==> config.mk <==
export PLATFORM = sky130hd
export DESIGN_NAME = uart_cmd_host
export DESIGN_NICKNAME = d
export VERILOG_FILES = /design/src/rtl/uart_cmd_pkg.sv /design/src/rtl/uart_cmd_host_ser.sv /design/src/rtl/uart_cmd_host.sv
export SDC_FILE = /design/constraint.sdc
export NUM_CORES = 1
export LEC_CHECK = 0
export CELL_PAD_IN_SITES_DETAIL_PLACEMENT = 1
export CELL_PAD_IN_SITES_GLOBAL_PLACEMENT = 1
export CORE_UTILIZATION = 48
export DETAILED_ROUTE_END_ITERATION = 6
export PLACE_DENSITY = 0.94
export SYNTH_ARGS = -nofsm -noshare
export SYNTH_HDL_FRONTEND = slang
export SYNTH_SLANG_ARGS = --single-unit
==> constraint.sdc <==
create_clock -name clk -period 4.82 [get_ports clk]
set_clock_uncertainty 0.1 [all_clocks]
set_input_delay 0.723 -clock clk [delete_from_list [all_inputs] [get_ports clk]]
set_output_delay 0.723 -clock clk [all_outputs]
set_load 0.02 [all_outputs]
==> src/rtl/uart_cmd_pkg.sv <==
// Shared constants and types for the UART command host.
// Holds command/status codes, frame lengths, FSM state encodings and the
// response payload struct handed from the command engine to the serializer.
package uart_cmd_pkg;

  localparam logic [7:0] CMD_WRITE = 8'h01;
  localparam logic [7:0] CMD_READ  = 8'h02;

  localparam logic [7:0] STATUS_OK      = 8'h00;
  localparam logic [7:0] STATUS_BADCSUM = 8'h01;
  localparam logic [7:0] STATUS_BADCMD  = 8'h02;

  localparam int unsigned CMD_FRAME_LEN = 5;
  localparam int unsigned RSP_FRAME_LEN = 4;

  // Receive states are encoded 0..4 so "receive state" is a single compare.
  localparam int unsigned ST_W = 3;
  localparam logic [ST_W-1:0] ST_IDLE  = 3'd0;
  localparam logic [ST_W-1:0] ST_CMD   = 3'd1;
  localparam logic [ST_W-1:0] ST_ADDR  = 3'd2;
  localparam logic [ST_W-1:0] ST_DATA  = 3'd3;
  localparam logic [ST_W-1:0] ST_CSUM  = 3'd4;
  localparam logic [ST_W-1:0] ST_EXEC  = 3'd5;
  localparam logic [ST_W-1:0] ST_LATCH = 3'd6;
  localparam logic [ST_W-1:0] ST_RESP  = 3'd7;

  typedef struct packed {
    logic [7:0] status;
    logic [7:0] rdata;
  } rsp_t;

  function automatic logic [7:0] xor3(input logic [7:0] a, input logic [7:0] b,
                                      input logic [7:0] c);
    return a ^ b ^ c;
  endfunction

endpackage

==> src/rtl/uart_cmd_host_ser.sv <==
// Response frame serializer: SYNC_TX, STATUS, RDATA, STATUS^RDATA.
// Ports: start (load payload), rsp (status/rdata), uart_wrfull (tx FIFO full),
// uart_write/uart_writedata (tx FIFO write side), done (one-cycle pulse after
// the last byte has been written).
module uart_rsp_ser
  import uart_cmd_pkg::*;
#(
  parameter logic [7:0] SYNC_TX = 8'h5A
) (
  input  logic       clk,
  input  logic       reset_n,
  input  logic       start,
  input  rsp_t       rsp,
  input  logic       uart_wrfull,
  output logic       uart_write,
  output logic [7:0] uart_writedata,
  output logic       done
);

  localparam logic [1:0] LAST_IDX = 2'(RSP_FRAME_LEN - 1);

  logic       active;
  logic [1:0] idx;
  logic [7:0] status_q;
  logic [7:0] rdata_q;
  logic [7:0] cur_byte;

  // Byte selected by the current index; checksum is formed on the fly.
  always_comb begin
    cur_byte = SYNC_TX;
    case (idx)
      2'd0:    cur_byte = SYNC_TX;
      2'd1:    cur_byte = status_q;
      2'd2:    cur_byte = rdata_q;
      default: cur_byte = status_q ^ rdata_q;
    endcase
  end

  // Write is gated directly by full so a byte never lands on a full FIFO.
  assign uart_write     = active && !uart_wrfull;
  assign uart_writedata = active ? cur_byte : 8'h00;

  always_ff @(posedge clk or negedge reset_n) begin
    if (!reset_n) begin
      active   <= 1'b0;
      idx      <= 2'd0;
      status_q <= 8'h00;
      rdata_q  <= 8'h00;
      done     <= 1'b0;
    end else begin
      done <= 1'b0;
      if (start && !active) begin
        active   <= 1'b1;
        idx      <= 2'd0;
        status_q <= rsp.status;
        rdata_q  <= rsp.rdata;
      end else if (uart_write) begin
        if (idx == LAST_IDX) begin
          active <= 1'b0;
          done   <= 1'b1;
        end else begin
          idx <= idx + 2'd1;
        end
      end
    end
  end

endmodule

==> src/rtl/uart_cmd_host.sv <==
// Packet-level command engine between uart_control FIFOs and a register bus.
// Ports: uart_read/uart_readdata/uart_rdempty (rx FIFO), uart_write/
// uart_writedata/uart_wrfull (tx FIFO), reg_wr/reg_rd/reg_addr/reg_wdata/
// reg_rdata (register bus), busy (not idle), err_count (saturating errors).
module uart_cmd_host
  import uart_cmd_pkg::*;
#(
  parameter int unsigned ADDR_W         = 8,
  parameter logic [7:0]  SYNC_RX        = 8'hA5,
  parameter logic [7:0]  SYNC_TX        = 8'h5A,
  parameter int unsigned TIMEOUT_CYCLES = 2500000
) (
  input  logic              clk,
  input  logic              reset_n,
  output logic              uart_read,
  input  logic [7:0]        uart_readdata,
  input  logic              uart_rdempty,
  output logic              uart_write,
  output logic [7:0]        uart_writedata,
  input  logic              uart_wrfull,
  output logic              reg_wr,
  output logic              reg_rd,
  output logic [ADDR_W-1:0] reg_addr,
  output logic [7:0]        reg_wdata,
  input  logic [7:0]        reg_rdata,
  output logic              busy,
  output logic [7:0]        err_count
);

  localparam int unsigned TW = $clog2(TIMEOUT_CYCLES + 1);
  localparam logic [TW-1:0] TMO_LAST = TW'(TIMEOUT_CYCLES - 1);

  logic [ST_W-1:0] state;
  logic [ST_W-1:0] state_nx;

  logic          armed;
  logic          cap;
  logic [TW-1:0] tcnt;
  logic [7:0]    cmd_q;
  logic [7:0]    addr_q;
  logic [7:0]    data_q;
  logic [7:0]    status_q;
  logic [7:0]    rdata_q;
  logic          do_read;
  logic          rx_state;
  logic          in_frame;
  logic          csum_cap;
  logic          csum_bad;
  logic          cmd_known;
  logic          tmo_hit;
  logic          ser_start;
  logic          ser_done;
  rsp_t          rsp;

  assign rx_state  = (state <= ST_CSUM);
  assign in_frame  = (state >= ST_CMD) && (state <= ST_CSUM);
  assign csum_cap  = cap && (state == ST_CSUM);
  assign csum_bad  = uart_readdata != xor3(cmd_q, addr_q, data_q);
  assign cmd_known = (cmd_q == CMD_WRITE) || (cmd_q == CMD_READ);
  assign tmo_hit   = in_frame && !cap && (tcnt == TMO_LAST);

  // Read request follows rdempty directly so it is never raised on an empty
  // FIFO; it is held off while the final CSUM byte is being captured so that
  // no byte of the next frame is pulled during EXEC/LATCH/RESP.
  assign uart_read = armed && rx_state && !uart_rdempty &&
                     !(cap && (state == ST_CSUM));

  // State register.
  always_ff @(posedge clk or negedge reset_n) begin
    if (!reset_n) state <= ST_IDLE;
    else          state <= state_nx;
  end

  // Next-state logic.
  always_comb begin
    state_nx = state;
    case (state)
      ST_IDLE:  if (cap && (uart_readdata == SYNC_RX)) state_nx = ST_CMD;
      ST_CMD:   if (cap) state_nx = ST_ADDR; else if (tmo_hit) state_nx = ST_IDLE;
      ST_ADDR:  if (cap) state_nx = ST_DATA; else if (tmo_hit) state_nx = ST_IDLE;
      ST_DATA:  if (cap) state_nx = ST_CSUM; else if (tmo_hit) state_nx = ST_IDLE;
      ST_CSUM:  if (cap) state_nx = ST_EXEC; else if (tmo_hit) state_nx = ST_IDLE;
      ST_EXEC:  state_nx = ST_LATCH;
      ST_LATCH: state_nx = ST_RESP;
      ST_RESP:  if (ser_done) state_nx = ST_IDLE;
      default:  state_nx = ST_IDLE;
    endcase
  end

  // Frame capture, register bus strobes, timeout and error bookkeeping.
  always_ff @(posedge clk or negedge reset_n) begin
    if (!reset_n) begin
      armed     <= 1'b0;
      cap       <= 1'b0;
      tcnt      <= '0;
      cmd_q     <= 8'h00;
      addr_q    <= 8'h00;
      data_q    <= 8'h00;
      status_q  <= 8'h00;
      rdata_q   <= 8'h00;
      do_read   <= 1'b0;
      reg_wr    <= 1'b0;
      reg_rd    <= 1'b0;
      reg_addr  <= '0;
      reg_wdata <= 8'h00;
      busy      <= 1'b0;
      err_count <= 8'h00;
    end else begin
      armed  <= 1'b1;
      cap    <= uart_read;
      reg_wr <= 1'b0;
      reg_rd <= 1'b0;
      busy   <= (state_nx != ST_IDLE);

      if (in_frame && !cap && !tmo_hit) tcnt <= tcnt + TW'(1);
      else                              tcnt <= '0;

      if (cap) begin
        case (state)
          ST_CMD:  cmd_q  <= uart_readdata;
          ST_ADDR: addr_q <= uart_readdata;
          ST_DATA: data_q <= uart_readdata;
          default: ;
        endcase
      end

      // Decide the outcome on the CSUM byte; strobes land in EXEC.
      if (csum_cap) begin
        do_read <= 1'b0;
        rdata_q <= 8'h00;
        if (csum_bad) begin
          status_q <= STATUS_BADCSUM;
        end else if (!cmd_known) begin
          status_q <= STATUS_BADCMD;
        end else begin
          status_q <= STATUS_OK;
          reg_addr <= ADDR_W'(addr_q);
          if (cmd_q == CMD_WRITE) begin
            reg_wr    <= 1'b1;
            reg_wdata <= data_q;
            rdata_q   <= data_q;
          end else begin
            reg_rd  <= 1'b1;
            do_read <= 1'b1;
          end
        end
      end

      if (state == ST_LATCH && do_read) rdata_q <= reg_rdata;

      if (((csum_cap && csum_bad) || tmo_hit) && (err_count != 8'hFF))
        err_count <= err_count + 8'd1;
    end
  end

  // Read data is taken straight from the bus in LATCH so the response can
  // start on the following cycle.
  assign ser_start    = (state == ST_LATCH);
  assign rsp.status   = status_q;
  assign rsp.rdata    = do_read ? reg_rdata : rdata_q;

  uart_rsp_ser #(
    .SYNC_TX (SYNC_TX)
  ) u_ser (
    .clk            (clk),
    .reset_n        (reset_n),
    .start          (ser_start),
    .rsp            (rsp),
    .uart_wrfull    (uart_wrfull),
    .uart_write     (uart_write),
    .uart_writedata (uart_writedata),
    .done           (ser_done)
  );

endmodule
==> results of run 1 <==
[worst max path at each step]
stage / from / endpoint / slack, ps / cells after the start
2_1_floorplan: uart_readdata[7] / reg_addr[0] / 2340 / 6
3_3_place_gp: uart_readdata[4] / reg_addr[0] / 1600 / 7
3_5_place_dp: uart_readdata[5] / reg_addr[3] / 1320 / 7
4_1_cts: state[0] / uart_read / 1700 / 3
5_1_grt: uart_readdata[5] / err_count[2] / 1600 / 7
6_report: state[0] / uart_read / 1700 / 3
[cell families after synthesis]
family	count (synthesis)	synth area share, %
AND/OR/NAND/NOR	165	17.6
flip-flops	103	51.3
AO/OA/AOI/OAI	57	6.75
multiplexers	55	12.1
XOR/XNOR	50	8.72
buffers and inverters	24	1.84
adder cells (fa/ha/maj)	6	1.50
other	1	0.0747
[Yosys cell counts, drive strengths merged (4+ instances only)]
cell type and n:
dfrtp 103, nor2 58, mux2 47, nand2 33
xnor2 32, a21oi 30, xor2 18, clkbuf 15
nand3 10, nand4 10, o21ai 10, mux2i 8
and2 7, inv 7, nor2b 7, ha 6
nor3 6, a21boi 5, nor3b 5, nor4bb 4
[critical path: cells and delay by family, from the launching register on]
| kind | cells | cell delay (ps) |
|---|---|---|
| buffers and inverters | 1 | 670 |
| AOI/OAI and AO/OA | 1 | 360 |
| DFF | 1 | 570 |
| and+or+nand+nor | 1 | 310 |
[metrics by stage]
stage                     area, um^2  power (mW)  hold WS (ps)  std cells
final                           5900        2.17           321        650
after global routing            5900        2.26           387        650
after CTS                       5900        2.18           359        650
after detailed placement        5690        1.58           345        634
after global placement          5690        1.53           336        634
after floorplan                 5020        1.39           324        461
[registers in the layout, summed over array words and instances (netlist names), 3 cells and up]
register       flops
reg_wdata          8
data_q             8
addr_q             8
tcnt              22
err_count          8
rdata_q            8
cmd_q              8
reg_addr           8
u_ser.rdata_q      8
state              3
[power by group through the flow]
stage / Combinational [mW] / Clock (mW) / Sequential [mW]
final: 0.505 / 0.594 / 1.07
after global routing: 0.552 / 0.632 / 1.08
after CTS: 0.513 / 0.598 / 1.07
after detailed placement: 0.504 / 0 / 1.08
after global placement: 0.461 / 0 / 1.07
after floorplan: 0.351 / 0 / 1.04
[cell type report]
cell class,instances,area (um^2)
Sequential cell,103,2580
Clock buffer,11,151
Fill cell,1067,4050
Tap cell,133,166
Timing Repair Buffer,57,566
Inverter,7,26.3
Clock inverter,5,61.3
Multi-Input combinational cell,334,2360
[metal layers]
layer / GRT usage [%] / vias up
met1: 31.1 / 1894
met2: 46.0 / 92
met5: 0 / -
li1: - / 1694
met4: 12.9 / 0
met3: 3.76 / 35
==> results.json, run 1 <==
{
  "p_leak_nw": 2.42,
  "drive_gt1_share_pct": 15.3,
  "cts_hold_buf": 0,
  "seqPwrFrac_pct": 49.3,
  "final_net_count": 538,
  "cp.required_ps": 4000,
  "synth_cell_types": 53,
  "insertion_delay_ps": 380,
  "wl_met2_mm": 6.89,
  "synthTopCellsByArea": "dfrtp_1 (51%), mux2_2 (10%), xnor2_1 (5.6%)",
  "regToRegSetupSlack_ps": 1940,
  "ant_nets": 0,
  "hold_viol": 0,
  "grt_pass1_wl_mm": 22.2,
  "port_buffers": 56,
  "finalSetupTns_ps": 0,
  "layout_min_cycle_time_ps": 3120,
  "vias": 3715,
  "via_per_inst": 5.72,
  "syn_avg_cell_area_um2": 10.9,
  "seq_area_frac_synth_pct": 51.3,
  "critical_path_class": "reg -> out",
  "fin_crit_sh_pct": 64.8,
  "dp_hpwl_mm": 9.40,
  "slew_headroom_pct": 28.4,
  "io_pins": 57,
  "drcViolationCount": 0,
  "die_area_um2": 10900,
  "yosysWarnings": 0,
  "routed_wl_mm": 13.3,
  "reg2reg_to": "reg_addr[3]",
  "cts-root-buf": "clkbuf_8",
  "synth_edf_count": 0,
  "cp_slowest_stage_delay_ps": 670,
  "wl_per_cell_um": 20.5,
  "start_util_pct": 50.4,
  "most-common-layout-cells": "dfrtp_1 (103), nor2_1 (57), clkdlybuf4s50_1 (55)",
  "cts.sinks": 103,
  "post-cts-setup-buffers": 0,
  "top_layer": "met4",
  "power_density_nw_per_um2": 367,
  "dr.pass1.iters": 4,
  "power_switching_share_pct": 31.9,
  "p_int_mw": 1.48,
  "grt_overflow": 0,
  "drv_slew": 0,
  "grt_max_degree": 67,
  "num_rows": 36,
  "gp_congestion": 0.803,
  "synth_flop_cell": "dfrtp_1",
  "path_max_fanout": 14,
  "rsz0062_at_grt": "no",
  "comb_power_share_pct": 23.3,
  "pre_cts_ws_ps": 1320,
  "cap_violations": 0,
  "clkPwrFrac_pct": 27.4,
  "outcome": "finished clean",
  "max_freq_ghz": 0.320,
  "drt_first_iter_violations": 182,
  "hp-class": "in -> async",
  "num_antenna_cells": 0,
  "netlist_instances": 461,
  "final_common_cell": "dfrtp_1",
  "end_kind": "primary output",
  "path_cells": "o31a_1 > nor3b_1 > clkdlybuf4s50_1",
  "worst_path_max_delay_cell": "clkdlybuf4s50_1",
  "die_height_um": 104,
  "cts_max_level": 3,
  "yosys.area.top_type_share_pct": 51.3,
  "async_reset_ff_share_pct": 100,
  "yosysTopAreaCell": "dfrtp_1",
  "area_growth_pct": 17.6,
  "clockBufferDepth": 2,
  "grt_use_total_pct": 26.1,
  "core_um2": 9950,
  "syn_nets": 487,
  "syn_area_um2": 5020,
  "max-vdd-ir-drop_v": 0.000250,
  "tightest_slew_ps": 1070,
  "start_kind": "flop",
  "wl_met3_um": 343,
  "grt_antenna_before_repair": 0,
  "cp.arrival_ps": 2300,
  "cts_resized": 0,
  "tritoncts": "done",
  "met1Wirelength_mm": 5.66,
  "setup_viol": 0,
  "synth_seq_cells": 103,
  "r2r_cells": 5,
  "clkSlewWorstSetupHoldPaths_ps": 100,
  "p_sw_uw": 691,
  "fp.dieW_um": 104,
  "cts_buffers": 9,
  "setup_ws_ps": 1700,
  "rr_startpoint": "state[0]",
  "grt_pass1_vias": 4145,
  "final_core_util_pct": 59.3
}
(Power assumes the default switching activity.)
==> run 2: changes to the inputs <==
CORE_UTILIZATION = 45   (was 48)
PLACE_DENSITY = 0.89   (was 0.94)
clock period = 3.2 ns   (was 4.82 ns; I/O delays follow)
==> run 2 against run 1 <==
Against the previous run:
- sequential share of layout area is 0.32 points lower
- first-iteration DRC count fell by 1.6%
- final area grew 0.74%
- critical endpoint unchanged
- register-to-register slack worse by 1400 ps
==> results.json, run 2 (synthesis results as in run 1) <==
{
  "outcome": "finished clean",
  "worst_path_max_delay_cell": "clkdlybuf4s50_1",
  "dp_hpwl_mm": 8.79,
  "port_buffers": 56,
  "p_sw_uw": 977,
  "num_rows": 38,
  "clkSlewWorstSetupHoldPaths_ps": 90,
  "grt_pass1_wl_mm": 19.6,
  "cap_violations": 0,
  "power_density_nw_per_um2": 523,
  "startpoint": "cap",
  "tritoncts": "done",
  "drive_gt1_share_pct": 16.5,
  "layout_min_cycle_time_ps": 2850,
  "top_register": "tcnt",
  "grt_overflow": 0,
  "reg2reg_to": "reg_addr[6]",
  "insertion_delay_ps": 370,
  "drt_first_iter_violations": 179,
  "io_pins": 57,
  "grt_pass1_vias": 3710,
  "area_growth_pct": 18.5,
  "fin_cells": 667,
  "largest_reg_flops": 22,
  "cts-root-buf": "clkbuf_8",
  "setup_viol": 0,
  "final_common_cell": "dfrtp_1",
  "ant_nets": 0,
  "final_net_count": 549,
  "clockBufferDepth": 2,
  "comb_power_share_pct": 24.8,
  "power_switching_share_pct": 31.4,
  "gp_congestion": 0.851,
  "drv_slew": 0,
  "max-vdd-ir-drop_v": 0.000283,
  "hold_viol": 0,
  "core_um2": 10800,
  "setup_ws_ps": 351,
  "fillerInstances": 1213,
  "rsz0062_at_grt": "no",
  "slew_headroom_pct": 51.6,
  "cp.arrival_ps": 2270,
  "max_freq_ghz": 0.351,
  "rr_startpoint": "state[1]",
  "grt_use_total_pct": 22.1,
  "path_max_fanout": 10,
  "routed_wl_mm": 11.9,
  "end_kind": "primary output",
  "start_util_pct": 46.3,
  "power.total_mw": 3.11,
  "fp.dieW_um": 108,
  "drcViolationCount": 0,
  "finalSetupTns_ps": 0,
  "path_cells": "buf_4 > o31a_1 > nor3b_1 > clkdlybuf4s50_1",
  "cts_hold_buf": 0,
  "cts_buffers": 9,
  "hp-class": "in -> async",
  "fin_crit_sh_pct": 89.0,
  "tightest_slew_ps": 723,
  "dp_cells": 652,
  "wl_per_cell_um": 17.8,
  "post-cts-setup-buffers": 0,
  "die_area_um2": 11600,
  "p_int_mw": 2.13,
  "r2r_cells": 4,
  "grt_max_degree": 56,
  "dr.pass1.iters": 4,
  "cts.sinks": 103,
  "most-common-layout-cells": "dfrtp_1 (103), nor2_1 (57), clkdlybuf4s50_1 (55)",
  "critical_path_class": "reg -> out",
  "via_per_inst": 5.34,
  "die_height_um": 108,
  "seqPwrFrac_pct": 51.5,
  "cts_max_level": 3,
  "p_leak_nw": 2.44,
  "cts_resized": 0,
  "regToRegSetupSlack_ps": 570,
  "cp_slowest_stage_delay_ps": 670,
  "start_kind": "flop",
  "pre_cts_ws_ps": 251,
  "grt_antenna_before_repair": 0,
  "num_antenna_cells": 0,
  "multi_input_area_um2": 2360,
  "vias": 3559,
  "seqCellArea_um2": 2580,
  "clkPwrFrac_pct": 23.7,
  "cp.required_ps": 2620
}
run 2: cell count changes in the layout (fill, tap and decap cells not counted):
cell | previous run | this run
clkbuf_8 | 11 | 10
bufinv_16 | 1 | 0
clkbuf_1 | 0 | 2
clkinvlp_4 | 0 | 2
inv_6 | 3 | 0
buf_4 | 2 | 13
run 2: metal layers:
layer | share of wire [%] | vias up | GRT usage, %
met4 | 0.99 | 0 | 5.77
met1 | 46 | 1793 | 29.7
met2 | 51 | 42 | 37.2
met3 | 1.8 | 11 | 3.63
met5 | 0 | - | 0
li1 | - | 1713 | -
run 2: worst max path at each step:
stage / endpoint / slack (ps) / cells past startpoint
after floorplan: reg_addr[0] / 900 / 5
after global placement: reg_addr[4] / 420 / 7
after detailed placement: reg_addr[4] / 250 / 7
after CTS: uart_read / 350 / 4
after global routing: uart_read / 290 / 4
final: uart_read / 350 / 4
run 2: per-stage QoR:
| stage | utilization [%] | instance area [um^2] | hold WS [ps] |
|---|---|---|---|
| finish | 54.9 | 5950 | 54.6 |
| detailed placement | 53.3 | 5780 | 346 |
| global placement | 53.3 | 5780 | 335 |
| global route | 54.9 | 5950 | 96.6 |
| CTS | 54.9 | 5950 | 69.4 |
| floorplan | - | 5020 | 84.4 |
run 2: power by group through the flow:
stage | combinational (mW) | sequential [mW] | clock, mW
floorplan | 0.529 | 1.56 | 0
global placement | 0.727 | 1.61 | 0
detailed placement | 0.769 | 1.63 | 0
CTS | 0.776 | 1.60 | 0.754
global route | 0.851 | 1.62 | 0.800
finish | 0.771 | 1.60 | 0.736
run 2: area by class of cell:
type / instances / share of cell area (%)
multi-input cells: 334 / 39.6
inverters: 7 / 0.442
well taps: 140 / 2.94
clock inverters: 3 / 0.337
clock buffers: 12 / 2.44
repair buffers: 68 / 10.9
flip-flops and latches: 103 / 43.3
run 2: worst max-delay path, delay by kind of cell (launching register included):
family | cells | cell delay [ps]
DFF | 1 | 440
buffers and inverters | 2 | 860
and+or+nand+nor | 1 | 300
AOI/OAI and AO/OA | 1 | 300
